--- src/rtl/instr_feeder_pkg.sv ---
// Shared types and constants for the instruction feeder.
package instr_feeder_pkg;

   localparam int unsigned WORD_W = 16;

   localparam logic [2:0] PHASE_IDLE = 3'd0;
   localparam logic [2:0] PHASE_LAST = 3'd5;

   typedef enum logic [2:0] {
      ST_IDLE  = 3'd0,
      ST_LOAD  = 3'd1,
      ST_READY = 3'd2,
      ST_RUN   = 3'd3,
      ST_STOP  = 3'd4,
      ST_DONE  = 3'd5
   } feeder_state_t;

   // One word offered by the host on the load port.
   typedef struct packed {
      logic              last;
      logic [WORD_W-1:0] data;
   } ld_word_t;

endpackage

--- src/rtl/instr_feeder_buf.sv ---
// Simple dual-port instruction RAM: synchronous write, synchronous read.
// The read register doubles as the instruction output, so it has a clear.
module instr_buf
   import instr_feeder_pkg::*;
#(
   parameter  int unsigned DEPTH = 64,
   localparam int unsigned AW    = $clog2(DEPTH)
) (
   input  logic              i_clk,
   input  logic              i_wr_en,
   input  logic [AW-1:0]     i_wr_addr,
   input  logic [WORD_W-1:0] i_wr_data,
   input  logic              i_rd_en,
   input  logic              i_rd_clr,
   input  logic [AW-1:0]     i_rd_addr,
   output logic [WORD_W-1:0] o_rd_data
);

   logic [WORD_W-1:0] r_mem [DEPTH];
   logic [WORD_W-1:0] r_rd_data;

   // Write port.
   always_ff @(posedge i_clk) begin
      if (i_wr_en) begin
         r_mem[i_wr_addr] <= i_wr_data;
      end
   end

   // Read port register; clear has priority over a read.
   always_ff @(posedge i_clk) begin
      if (i_rd_clr) begin
         r_rd_data <= '0;
      end else if (i_rd_en) begin
         r_rd_data <= r_mem[i_rd_addr];
      end
   end

   assign o_rd_data = r_rd_data;

endmodule

--- src/rtl/instr_feeder.sv ---
// Host-side instruction source for the phase-sequenced core.
// Loads a program into a buffer, then feeds it to the core on phase 5 edges,
// bracketing the run with single-cycle exec pulses.
// Optional feature: define INSTR_FEEDER_LOOP_EN to replay the program
// continuously until a start request in RUN stops it.
module instr_feeder
   import instr_feeder_pkg::*;
#(
   parameter  int unsigned DEPTH = 64,
   localparam int unsigned AW    = $clog2(DEPTH)
) (
   input  logic              i_clk,
   input  logic              i_rst,
   input  logic              i_ld_valid,
   output logic              o_ld_ready,
   input  logic [WORD_W-1:0] i_ld_data,
   input  logic              i_ld_last,
   input  logic              i_start,
   input  logic [2:0]        i_phase,
   output logic [WORD_W-1:0] o_meirei,
   output logic              o_exec,
   output logic              o_busy,
   output logic              o_done,
   output logic [AW:0]       o_prog_len
);

   feeder_state_t r_state, w_state_nxt;
   logic [AW-1:0] r_wr_ptr, w_wr_ptr_nxt;
   logic [AW-1:0] r_rd_ptr, w_rd_ptr_nxt;
   logic [AW:0]   r_prog_len, w_prog_len_nxt;
   logic          r_exec, w_exec_nxt;
   logic          r_busy;
   logic          r_done;

   logic          w_ld_ready;
   logic          w_wr_en;
   logic [AW-1:0] w_wr_addr;
   logic          w_rd_en;
   logic          w_rd_clr;
   logic [AW-1:0] w_rd_addr;
   logic          w_phase_last;
   logic          w_last_word;
   ld_word_t      w_ld_word;

   assign w_ld_word    = '{last: i_ld_last, data: i_ld_data};
   assign w_phase_last = (i_phase == PHASE_LAST);
   // rd_ptr points one past the word being handed over; prog_len==DEPTH wraps to 0.
   assign w_last_word  = (r_rd_ptr == r_prog_len[AW-1:0]);

   // Next-state, buffer control and pulse generation.
   always_comb begin
      w_state_nxt    = r_state;
      w_wr_ptr_nxt   = r_wr_ptr;
      w_rd_ptr_nxt   = r_rd_ptr;
      w_prog_len_nxt = r_prog_len;
      w_exec_nxt     = 1'b0;
      w_ld_ready     = 1'b0;
      w_wr_en        = 1'b0;
      w_wr_addr      = r_wr_ptr;
      w_rd_en        = 1'b0;
      w_rd_clr       = i_rst;
      w_rd_addr      = r_rd_ptr;

      case (r_state)
         ST_IDLE, ST_READY, ST_DONE: begin
            w_ld_ready = !i_start;
            if (i_start && (r_state != ST_IDLE)) begin
               w_exec_nxt   = 1'b1;
               w_rd_en      = 1'b1;
               w_rd_addr    = '0;
               w_rd_ptr_nxt = AW'(1);
               w_state_nxt  = ST_RUN;
            end else if (i_ld_valid && w_ld_ready) begin
               w_wr_en   = 1'b1;
               w_wr_addr = '0;
            end
         end
         ST_LOAD: begin
            w_ld_ready = !i_start;
            if (i_ld_valid && w_ld_ready) begin
               w_wr_en = 1'b1;
            end
         end
         ST_RUN: begin
`ifdef INSTR_FEEDER_LOOP_EN
            if (i_start) begin
               w_exec_nxt  = 1'b1;
               w_state_nxt = ST_STOP;
            end else if (w_phase_last) begin
               w_rd_en = 1'b1;
               if (w_last_word) begin
                  w_rd_addr    = '0;
                  w_rd_ptr_nxt = AW'(1);
               end else begin
                  w_rd_ptr_nxt = r_rd_ptr + AW'(1);
               end
            end
`else
            if (w_phase_last) begin
               if (w_last_word) begin
                  w_exec_nxt  = 1'b1;
                  w_rd_clr    = 1'b1;
                  w_state_nxt = ST_STOP;
               end else begin
                  w_rd_en      = 1'b1;
                  w_rd_ptr_nxt = r_rd_ptr + AW'(1);
               end
            end
`endif
         end
         ST_STOP: begin
            if (w_phase_last) begin
               w_state_nxt = ST_DONE;
            end
         end
         default: begin
            w_state_nxt = ST_IDLE;
         end
      endcase

      // Common handling of an accepted load word.
      if (w_wr_en) begin
         w_wr_ptr_nxt = w_wr_addr + AW'(1);
         if (w_ld_word.last || (w_wr_addr == AW'(DEPTH - 1))) begin
            w_prog_len_nxt = (AW+1)'(w_wr_addr) + (AW+1)'(1);
            w_state_nxt    = ST_READY;
         end else begin
            w_prog_len_nxt = '0;
            w_state_nxt    = ST_LOAD;
         end
      end
   end

   // State and control registers with synchronous reset.
   always_ff @(posedge i_clk) begin
      if (i_rst) begin
         r_state    <= ST_IDLE;
         r_wr_ptr   <= '0;
         r_rd_ptr   <= '0;
         r_prog_len <= '0;
         r_exec     <= 1'b0;
         r_busy     <= 1'b0;
         r_done     <= 1'b0;
      end else begin
         r_state    <= w_state_nxt;
         r_wr_ptr   <= w_wr_ptr_nxt;
         r_rd_ptr   <= w_rd_ptr_nxt;
         r_prog_len <= w_prog_len_nxt;
         r_exec     <= w_exec_nxt;
         r_busy     <= (w_state_nxt == ST_RUN) || (w_state_nxt == ST_STOP);
         r_done     <= (w_state_nxt == ST_DONE);
      end
   end

   instr_buf #(
      .DEPTH (DEPTH)
   ) u_buf (
      .i_clk     (i_clk),
      .i_wr_en   (w_wr_en),
      .i_wr_addr (w_wr_addr),
      .i_wr_data (w_ld_word.data),
      .i_rd_en   (w_rd_en),
      .i_rd_clr  (w_rd_clr),
      .i_rd_addr (w_rd_addr),
      .o_rd_data (o_meirei)
   );

   assign o_ld_ready = w_ld_ready;
   assign o_exec     = r_exec;
   assign o_busy     = r_busy;
   assign o_done     = r_done;
   assign o_prog_len = r_prog_len;

endmodule

--- config.mk ---
export PLATFORM = sky130hd
export DESIGN_NAME = instr_feeder
export DESIGN_NICKNAME = d
export VERILOG_FILES = /design/src/rtl/instr_feeder_pkg.sv /design/src/rtl/instr_feeder_buf.sv /design/src/rtl/instr_feeder.sv
export SDC_FILE = /design/constraint.sdc
export NUM_CORES = 1
export LEC_CHECK = 0
export BUFFER_PORTS_ARGS = -buffer_cell sky130_fd_sc_hd__buf_4
export CAP_MARGIN = 20
export CORE_MARGIN = 4
export CORE_UTILIZATION = 55
export CTS_CLUSTER_SIZE = 14
export DETAILED_ROUTE_END_ITERATION = 12
export GPL_ROUTABILITY_DRIVEN = 0
export PLACE_DENSITY = 0.71
export SLEW_MARGIN = 15
export SYNTH_ARGS = -nofsm -noshare
export SYNTH_HDL_FRONTEND = slang
export SYNTH_SLANG_ARGS = --single-unit
--- constraint.sdc ---
create_clock -name i_clk -period 3.3 [get_ports i_clk]
set_input_delay 0.66 -clock i_clk [delete_from_list [all_inputs] [get_ports i_clk]]
set_output_delay 0.66 -clock i_clk [all_outputs]
set_load 0.01 [all_outputs]
==> metrics.txt, run 1 <==
# TYPE chip_impl_metric gauge
chip_impl_metric{name="cap_viol_max_count",unit=""} 0
chip_impl_info{name="cp-end-kind",value="register"} 1
chip_impl_metric{name="final_design_area_no_fill",unit="mm2"} 0.04841
chip_impl_info{name="timing.critical_path.mode_cell",value="buf_12"} 1
chip_impl_info{name="hold_end",value="o_prog_len[2]"} 1
chip_impl_metric{name="floorplan.die_area",unit="mm2"} 0.08217
chip_impl_metric{name="die_height",unit="um"} 286.7
chip_impl_metric{name="clk_pin_slew",unit="ns"} 0.06
chip_impl_metric{name="synth_fa_ha_area_frac",unit=""} 0.0005860
chip_impl_metric{name="chipWidth",unit="um"} 286.7
chip_impl_metric{name="grt-ovfl-total",unit=""} 0
chip_impl_metric{name="signal_arrival_time_at_the_worst_endpoint",unit="ns"} 3.66
chip_impl_metric{name="cts_inserted_buffers",unit=""} 104
chip_impl_metric{name="clock_sink_count",unit=""} 1065
chip_impl_metric{name="drt_pre_antenna_iters",unit=""} 6
chip_impl_metric{name="post-route-min-period",unit="ns"} 3.140
chip_impl_metric{name="simple_gate_share_of_the_synthesized_area",unit=""} 0.05780
chip_impl_metric{name="postSynthCellCount",unit=""} 2613
chip_impl_metric{name="timing.reg2reg.worst_path_depth",unit=""} 7
chip_impl_info{name="worstReg2RegEnd",value="u_buf.o_rd_data[8]"} 1
chip_impl_metric{name="max_freq",unit="MHz"} 318.5
chip_impl_info{name="outcome",value="completed"} 1
chip_impl_metric{name="totalWireLength",unit="um"} 115200
chip_impl_metric{name="track_usage",unit=""} 0.2765
chip_impl_metric{name="viasPerCell",unit=""} 6.609
chip_impl_metric{name="ff2ff_setup_slack",unit="ns"} 0.16
chip_impl_metric{name="worst_max_slew_pin_slew",unit="ns"} 0.9821
chip_impl_metric{name="p_leak",unit="nW"} 15.23
chip_impl_metric{name="std_cell_rows",unit=""} 101
chip_impl_metric{name="fillCellCount",unit=""} 5303
chip_impl_metric{name="htree_num_levels",unit=""} 3
chip_impl_metric{name="drc_errors",unit=""} 0
chip_impl_metric{name="timing.final.setup_violations",unit=""} 0
chip_impl_metric{name="post_cts_hold_buffer_count",unit=""} 0
chip_impl_info{name="worstSetupStartpoint",value="r_state[1]"} 1
chip_impl_metric{name="initial_core_util",unit=""} 0.5586
chip_impl_metric{name="post_synth_instance_area",unit="mm2"} 0.04271
chip_impl_metric{name="nets",unit=""} 2768
chip_impl_info{name="synth_top_family_by_area",value="compound AO/OA/AOI/OAI gates"} 1
chip_impl_metric{name="max_stage_delay",unit="ns"} 0.69
chip_impl_info{name="worst_r2r_startpoint",value="r_state[1]"} 1
chip_impl_metric{name="synth-seq-cells",unit=""} 1065
chip_impl_metric{name="asyncSetResetFlopFracSynth",unit=""} 0
chip_impl_metric{name="post-route-period-util",unit=""} 0.9515
chip_impl_metric{name="power_density",unit="mW/mm2"} 564.2
chip_impl_metric{name="ys_types",unit=""} 74
chip_impl_metric{name="vdd_ir_drop_max",unit="uV"} 606.7
chip_impl_metric{name="synthesis.yosys.warnings",unit=""} 0
chip_impl_metric{name="drtIter0Drc",unit=""} 3145
chip_impl_metric{name="synth_xor_area_frac",unit=""} 0.002666
chip_impl_info{name="timing.critical_path.slowest_stage_cell",value="a211oi_1"} 1
chip_impl_info{name="ctsRootBufferMaster",value="clkbuf_16"} 1
chip_impl_info{name="crit_type",value="register to register"} 1
chip_impl_metric{name="number_of_enable_type_register_cells_in_the_synthesized_netlist",unit=""} 1024
chip_impl_info{name="layout.cells.most_common",value="edfxtp_1"} 1
chip_impl_metric{name="routedWlPerCell",unit="um"} 29.84
chip_impl_metric{name="worstSkewPairLatency",unit="ns"} 0.68
chip_impl_metric{name="muxShareOfSynthArea",unit=""} 0.08564
chip_impl_metric{name="pins_over_their_slew_limit",unit=""} 0
chip_impl_metric{name="min_delay_path_depth",unit=""} 3
chip_impl_info{name="hold_path.startpoint",value="i_ld_last"} 1
chip_impl_metric{name="worst-endpoint-required",unit="ns"} 3.82
chip_impl_metric{name="vias_in_the_first_global_route",unit=""} 24760
chip_impl_info{name="rsz0062_at_grt",value="no"} 1
chip_impl_metric{name="hold_viol",unit=""} 0
chip_impl_info{name="hold_path.class",value="primary input to register"} 1
chip_impl_metric{name="drive_above_1_share",unit=""} 0.1868
chip_impl_metric{name="placement.cell_area",unit="mm2"} 0.04503
chip_impl_info{name="worstPathCellList",value="and4b_1, buf_12, nor2_8, buf_12, nand2_1, a211oi_1, o311ai_1"} 1
chip_impl_metric{name="worst-path-max-fanout",unit=""} 36
chip_impl_metric{name="syn2layout_area_growth",unit="%"} 13.35
chip_impl_metric{name="synth-seq-area-share",unit=""} 0.7392
chip_impl_metric{name="slew_hr",unit=""} 0.3452
chip_impl_metric{name="grt_antenna_before_repair",unit=""} 6
chip_impl_info{name="clock_tree_from_tritoncts",value="done"} 1
chip_impl_metric{name="final_clock_skew",unit="ns"} 0.03924
chip_impl_metric{name="synthesis.area_per_instance",unit="um2"} 16.34
chip_impl_metric{name="clk_path_buf_depth",unit=""} 3
chip_impl_info{name="kind_of_start_point_of_the_critical_path",value="register"} 1
chip_impl_metric{name="place.port_buffers",unit=""} 50
chip_impl_metric{name="timing.hold.ws",unit="ns"} 0.2825
chip_impl_info{name="layout_common_cells",value="edfxtp_1, nand2_1, buf_4, mux2i_1, nor2_1"} 1
chip_impl_info{name="dominant_register_cell_in_the_synthesized_netlist",value="edfxtp_1"} 1
chip_impl_metric{name="synth_fp_nets",unit=""} 2639
chip_impl_metric{name="pin_count",unit=""} 51
chip_impl_metric{name="number_of_nets_with_antenna_violations_after_detailed_routing",unit=""} 0
chip_impl_metric{name="grt_start_max_net_pins",unit=""} 71
chip_impl_metric{name="synth_compound_gate_area_share",unit=""} 0.09194
chip_impl_metric{name="detailedPlacementHpwl",unit="um"} 67460
chip_impl_metric{name="design_power_total",unit="mW"} 27.31
chip_impl_metric{name="global_route_wire_length_before_repair",unit="um"} 166600
chip_impl_metric{name="detailroute.via_count",unit=""} 25510
chip_impl_metric{name="coreArea",unit="mm2"} 0.07645
==> cells by family after synthesis <==
| logic type | count (synthesis) |
|---|---|
| xor+xnor | 13 |
| buf+inv | 191 |
| mux | 295 |
| fa+ha+maj | 2 |
| simple gates | 517 |
| flops | 1065 |
| compound gates | 530 |
==> registers in the layout, summed over array words and instances (netlist names) <==
name	cells
r_wr_ptr	6
u_buf.r_mem	1024
o_exec	1
u_buf.o_rd_data	16
o_prog_len	7
o_busy	1
r_state	3
r_rd_ptr	6
o_done	1
==> where the power goes <==
group          switching [mW]  total, mW  internal, mW  leakage, nW
logic                   0.593      0.829         0.237         4.07
registers              0.0359       14.9          14.8         9.54
clock network            4.96       11.6          6.66         1.62
==> worst max-delay path, delay by kind of cell (launching register included) <==
family,cells,cell delay (ns)
compound gates,2,0.87
buf+inv,2,0.44
flops,1,0.59
simple gates,3,1.04
==> worst max path at each step <==
stage	cells after the start	endpoint	slack, ns
after floorplan	8	u_buf.r_mem[35][0]	0.20
after global placement	10	u_buf.o_rd_data[9]	-0.37
after detailed placement	6	u_buf.o_rd_data[4]	0.02
after CTS	6	u_buf.o_rd_data[4]	0.01
after global routing	7	u_buf.o_rd_data[8]	0.09
final	7	u_buf.o_rd_data[8]	0.16
==> synth_stat cells, types with 26 or more instances <==
cell      count  area share
o221ai_1     52       0.011
nor3_1       43      0.0050
clkbuf_1     76      0.0067
dfxtp_1      41       0.019
buf_2        71      0.0083
nand2_1     197       0.017
a221o_1      31      0.0073
edfxtp_1   1024        0.72
nor2b_1      63      0.0092
mux2i_1     164       0.038
a221oi_1     44      0.0090
nor2_1      122       0.011
nand3_1      26      0.0030
o211ai_1     31      0.0054
mux4_2       48       0.025
mux2_2       83       0.022
a21oi_1     107       0.013
a211oi_1     45      0.0079
a31oi_1      49      0.0072
o22ai_1      46      0.0067
a311oi_1     28      0.0057
==> stage by stage <==
stage / util / TNS, ns / cells / setup slack [ns]
6_report: 0.6331 / 0 / 3859 / 0.1602
5_1_grt: 0.6331 / 0 / 3857 / 0.09365
4_1_cts: 0.6327 / 0 / 3856 / 0.01190
3_5_place_dp: 0.5890 / 0 / 3665 / 0.01749
3_3_place_gp: 0.5888 / -0.9943 / 3662 / -0.3702
2_1_floorplan: - / 0 / 2613 / 0.2003
==> layout make-up <==
type	count	area, um2	share of cell area
sequential	1065	31580	0.6524
multi-input combinational	1357	10290	0.2127
clock buffer	136	2744	0.05669
timing repair buffer	208	1869	0.03862
tap	1030	1289	0.02662
clock inverter	55	600.6	0.01241
inverter	6	22.52	0.0004653
antenna	2	5.005	0.0001034
==> routing by layer <==
layer	share of wire	global-route usage
met1	0.37	0.3690
met2	0.48	0.4495
met3	0.098	0.05131
met4	0.049	0.1212
met5	0.00098	0
==> timing repair <==
action                     CTS  global route
gates resized for setup      0             1
buffers inserted             0             1
setup endpoints to repair    0             1
(Power assumes the default switching activity.)
==> inputs of run 2 (changes only) <==
Settings changed: CORE_UTILIZATION 55 to 25, PLACE_DENSITY 0.71 to 0.37.
==> run 2 against run 1 <==
Net effect:
- the flow now finishes with violations (setup timing)
- first-iteration DRC count shrank 36%
- non-clock buffer count grew 67
- sequential power is essentially flat
- cell count grew 33%
- via count shrank 2.7%
- critical path depth shrank 1
- clock-buffer cell count grew 12
- design area grew 6.3%
- utilization shrank 33 points
==> metrics.txt, run 2 (synthesis gave the netlist of run 1 again) <==
# TYPE chip_impl_metric gauge
chip_impl_metric{name="pin_count",unit=""} 51
chip_impl_metric{name="p_leak",unit="nW"} 15.98
chip_impl_metric{name="max_freq",unit="MHz"} 288.8
chip_impl_metric{name="coreArea",unit="mm2"} 0.1697
chip_impl_metric{name="cts_inserted_buffers",unit=""} 119
chip_impl_metric{name="htree_num_levels",unit=""} 3
chip_impl_metric{name="die_height",unit="um"} 421.3
chip_impl_metric{name="pins_over_their_slew_limit",unit=""} 0
chip_impl_info{name="violations_in_the_final_reports",value="setup timing"} 1
chip_impl_metric{name="track_usage",unit=""} 0.1578
chip_impl_metric{name="clk_path_buf_depth",unit=""} 3
chip_impl_info{name="worstReg2RegEnd",value="u_buf.o_rd_data[8]"} 1
chip_impl_metric{name="ff2ff_setup_slack",unit="ns"} -0.16
chip_impl_metric{name="hold_viol",unit=""} 0
chip_impl_metric{name="clock_sink_count",unit=""} 1065
chip_impl_metric{name="global_route_wire_length_before_repair",unit="um"} 202200
chip_impl_metric{name="final_cell_count_no_fill",unit=""} 5150
chip_impl_metric{name="post-route-worst-setup-slack",unit="ns"} -0.1623
chip_impl_metric{name="chipWidth",unit="um"} 421.3
chip_impl_metric{name="power_density",unit="mW/mm2"} 570.1
chip_impl_info{name="largest-register",value="u_buf.r_mem"} 1
chip_impl_metric{name="floorplan.die_area",unit="mm2"} 0.1775
chip_impl_info{name="layout.cells.most_common",value="edfxtp_1"} 1
chip_impl_metric{name="worst-path-max-fanout",unit=""} 21
chip_impl_metric{name="final_clock_skew",unit="ns"} 0.03097
chip_impl_metric{name="post-route-period-util",unit=""} 1.049
chip_impl_metric{name="nets",unit=""} 2850
chip_impl_info{name="cp-end-kind",value="register"} 1
chip_impl_info{name="kind_of_start_point_of_the_critical_path",value="register"} 1
chip_impl_metric{name="signal_arrival_time_at_the_worst_endpoint",unit="ns"} 4.02
chip_impl_metric{name="dpl.cell_count",unit=""} 4921
chip_impl_info{name="rsz0062_at_grt",value="yes"} 1
chip_impl_metric{name="drc_errors",unit=""} 0
chip_impl_metric{name="cap_viol_max_count",unit=""} 0
chip_impl_info{name="hold_end",value="o_prog_len[2]"} 1
chip_impl_metric{name="post-route-min-period",unit="ns"} 3.462
chip_impl_metric{name="post_cts_hold_buffer_count",unit=""} 0
chip_impl_metric{name="final_core_util",unit=""} 0.3031
chip_impl_info{name="hold_path.startpoint",value="i_ld_last"} 1
chip_impl_metric{name="viasPerCell",unit=""} 4.818
chip_impl_metric{name="timing.final.setup_violations",unit=""} 2
chip_impl_metric{name="worst_max_slew_pin_slew",unit="ns"} 1.088
chip_impl_metric{name="syn2layout_area_growth",unit="%"} 20.43
chip_impl_metric{name="std_cell_rows",unit=""} 151
chip_impl_metric{name="finalSetupTns",unit="ns"} -0.3039
chip_impl_metric{name="drt_pre_antenna_iters",unit=""} 6
chip_impl_metric{name="worstSkewPairLatency",unit="ns"} 0.72
chip_impl_metric{name="grt_start_max_net_pins",unit=""} 75
chip_impl_metric{name="drive_above_1_share",unit=""} 0.2180
chip_impl_info{name="clock_tree_from_tritoncts",value="done"} 1
chip_impl_metric{name="largest_register_ffs",unit=""} 1024
chip_impl_info{name="worst_r2r_startpoint",value="r_state[2]"} 1
chip_impl_metric{name="place.port_buffers",unit=""} 50
chip_impl_metric{name="min_delay_path_depth",unit=""} 3
chip_impl_metric{name="preCtsSetupSlack",unit="ns"} -0.4900
chip_impl_info{name="ctsRootBufferMaster",value="clkbuf_16"} 1
chip_impl_metric{name="drtIter0Drc",unit=""} 2006
chip_impl_metric{name="slew_hr",unit=""} 0.2747
chip_impl_info{name="outcome",value="complete, but fails checks"} 1
chip_impl_metric{name="initial_core_util",unit=""} 0.2517
chip_impl_metric{name="grt-ovfl-total",unit=""} 0
chip_impl_metric{name="timing.reg2reg.worst_path_depth",unit=""} 6
chip_impl_metric{name="vdd_ir_drop_max",unit="uV"} 454.5
chip_impl_metric{name="worst-endpoint-required",unit="ns"} 3.86
chip_impl_metric{name="routedWlPerCell",unit="um"} 27.76
chip_impl_info{name="layout_common_cells",value="edfxtp_1, buf_4, nand2_1, mux2i_1"} 1
chip_impl_metric{name="clk_pin_slew",unit="ns"} 0.06
chip_impl_metric{name="vias_in_the_first_global_route",unit=""} 25380
chip_impl_metric{name="grt_antenna_before_repair",unit=""} 6
chip_impl_metric{name="fillCellCount",unit=""} 16670
chip_impl_metric{name="number_of_nets_with_antenna_violations_after_detailed_routing",unit=""} 0
chip_impl_metric{name="totalWireLength",unit="um"} 143000
chip_impl_metric{name="detailedPlacementHpwl",unit="um"} 90400
chip_impl_info{name="hold_path.class",value="primary input to register"} 1
chip_impl_info{name="crit_type",value="register to register"} 1
chip_impl_metric{name="detailroute.via_count",unit=""} 24810
-- run 2: changes by cell type in the layout (fill, tap and decap cells not counted), moves of 2 or more --
cell | before | now
a211oi_2 | 1 | 9
clkinvlp_4 | 2 | 7
buf_12 | 25 | 51
buf_4 | 181 | 224
diode_2 | 2 | 6
clkbuf_1 | 31 | 22
bufinv_16 | 10 | 17
clkinv_1 | 19 | 25
a211oi_1 | 44 | 36
buf_2 | 2 | 0
clkbuf_16 | 105 | 122
clkbuf_8 | 0 | 4
clkinv_16 | 3 | 0
clkinv_2 | 18 | 22
-- run 2: worst max-delay path by stage --
stage               startpoint                  to  cells after the start
floorplan           r_state[0]  u_buf.r_mem[35][0]                      8
global route        r_state[2]  u_buf.o_rd_data[9]                      6
CTS                 r_state[2]  u_buf.o_rd_data[9]                      6
finish              r_state[2]  u_buf.o_rd_data[8]                      6
detailed placement     i_start  u_buf.o_rd_data[3]                      7
global placement       i_start  u_buf.o_rd_data[9]                     11
-- run 2: worst max-delay path: stages, from the launching register on --
cell,delay (ns)
dfxtp_1,0.60
and4bb_1,0.41
nor2_8,0.41
buf_12,0.23
nand2_1,0.52
a211oi_1,0.90
o311ai_1,0.20
-- run 2: cell type report --
type | count | area (um2) | share of cell area
well taps | 2218 | 2775 | 0.05396
inverters | 6 | 22.52 | 0.0004379
clock buffers | 148 | 3191 | 0.06204
repair buffers | 275 | 2703 | 0.05255
clock inverters | 75 | 809.5 | 0.01574
diodes | 6 | 15.01 | 0.0002919
multi-input cells | 1357 | 10330 | 0.2009
flip-flops and latches | 1065 | 31580 | 0.6141
-- run 2: power by group --
group | internal (mW) | switching [mW]
Combinational | 0.261 | 0.661
Clock | 8.13 | 5.39
Sequential | 14.8 | 0.0371
-- run 2: through the flow --
stage / area, um2 / total power, mW / hold slack [ns]
3_5_place_dp: 47390 / 16.11 / 0.4581
5_1_grt: 51420 / 30.37 / 0.2223
2_1_floorplan: 42720 / 15.53 / 0.4805
4_1_cts: 51410 / 29.74 / 0.1596
3_3_place_gp: 47360 / 16.10 / 0.4544
6_report: 51430 / 29.32 / 0.2323
-- run 2: layer usage --
metal	wire length (um)	track usage
met5	11	0
met4	3511	0.04431
met3	5195	0.01618
met2	71110	0.2712
met1	63150	0.2119
-- run 2: repair_timing --
item	in CTS	in global routing
buffers inserted	0	0
setup endpoints to repair	7	4
resized for setup	4	2
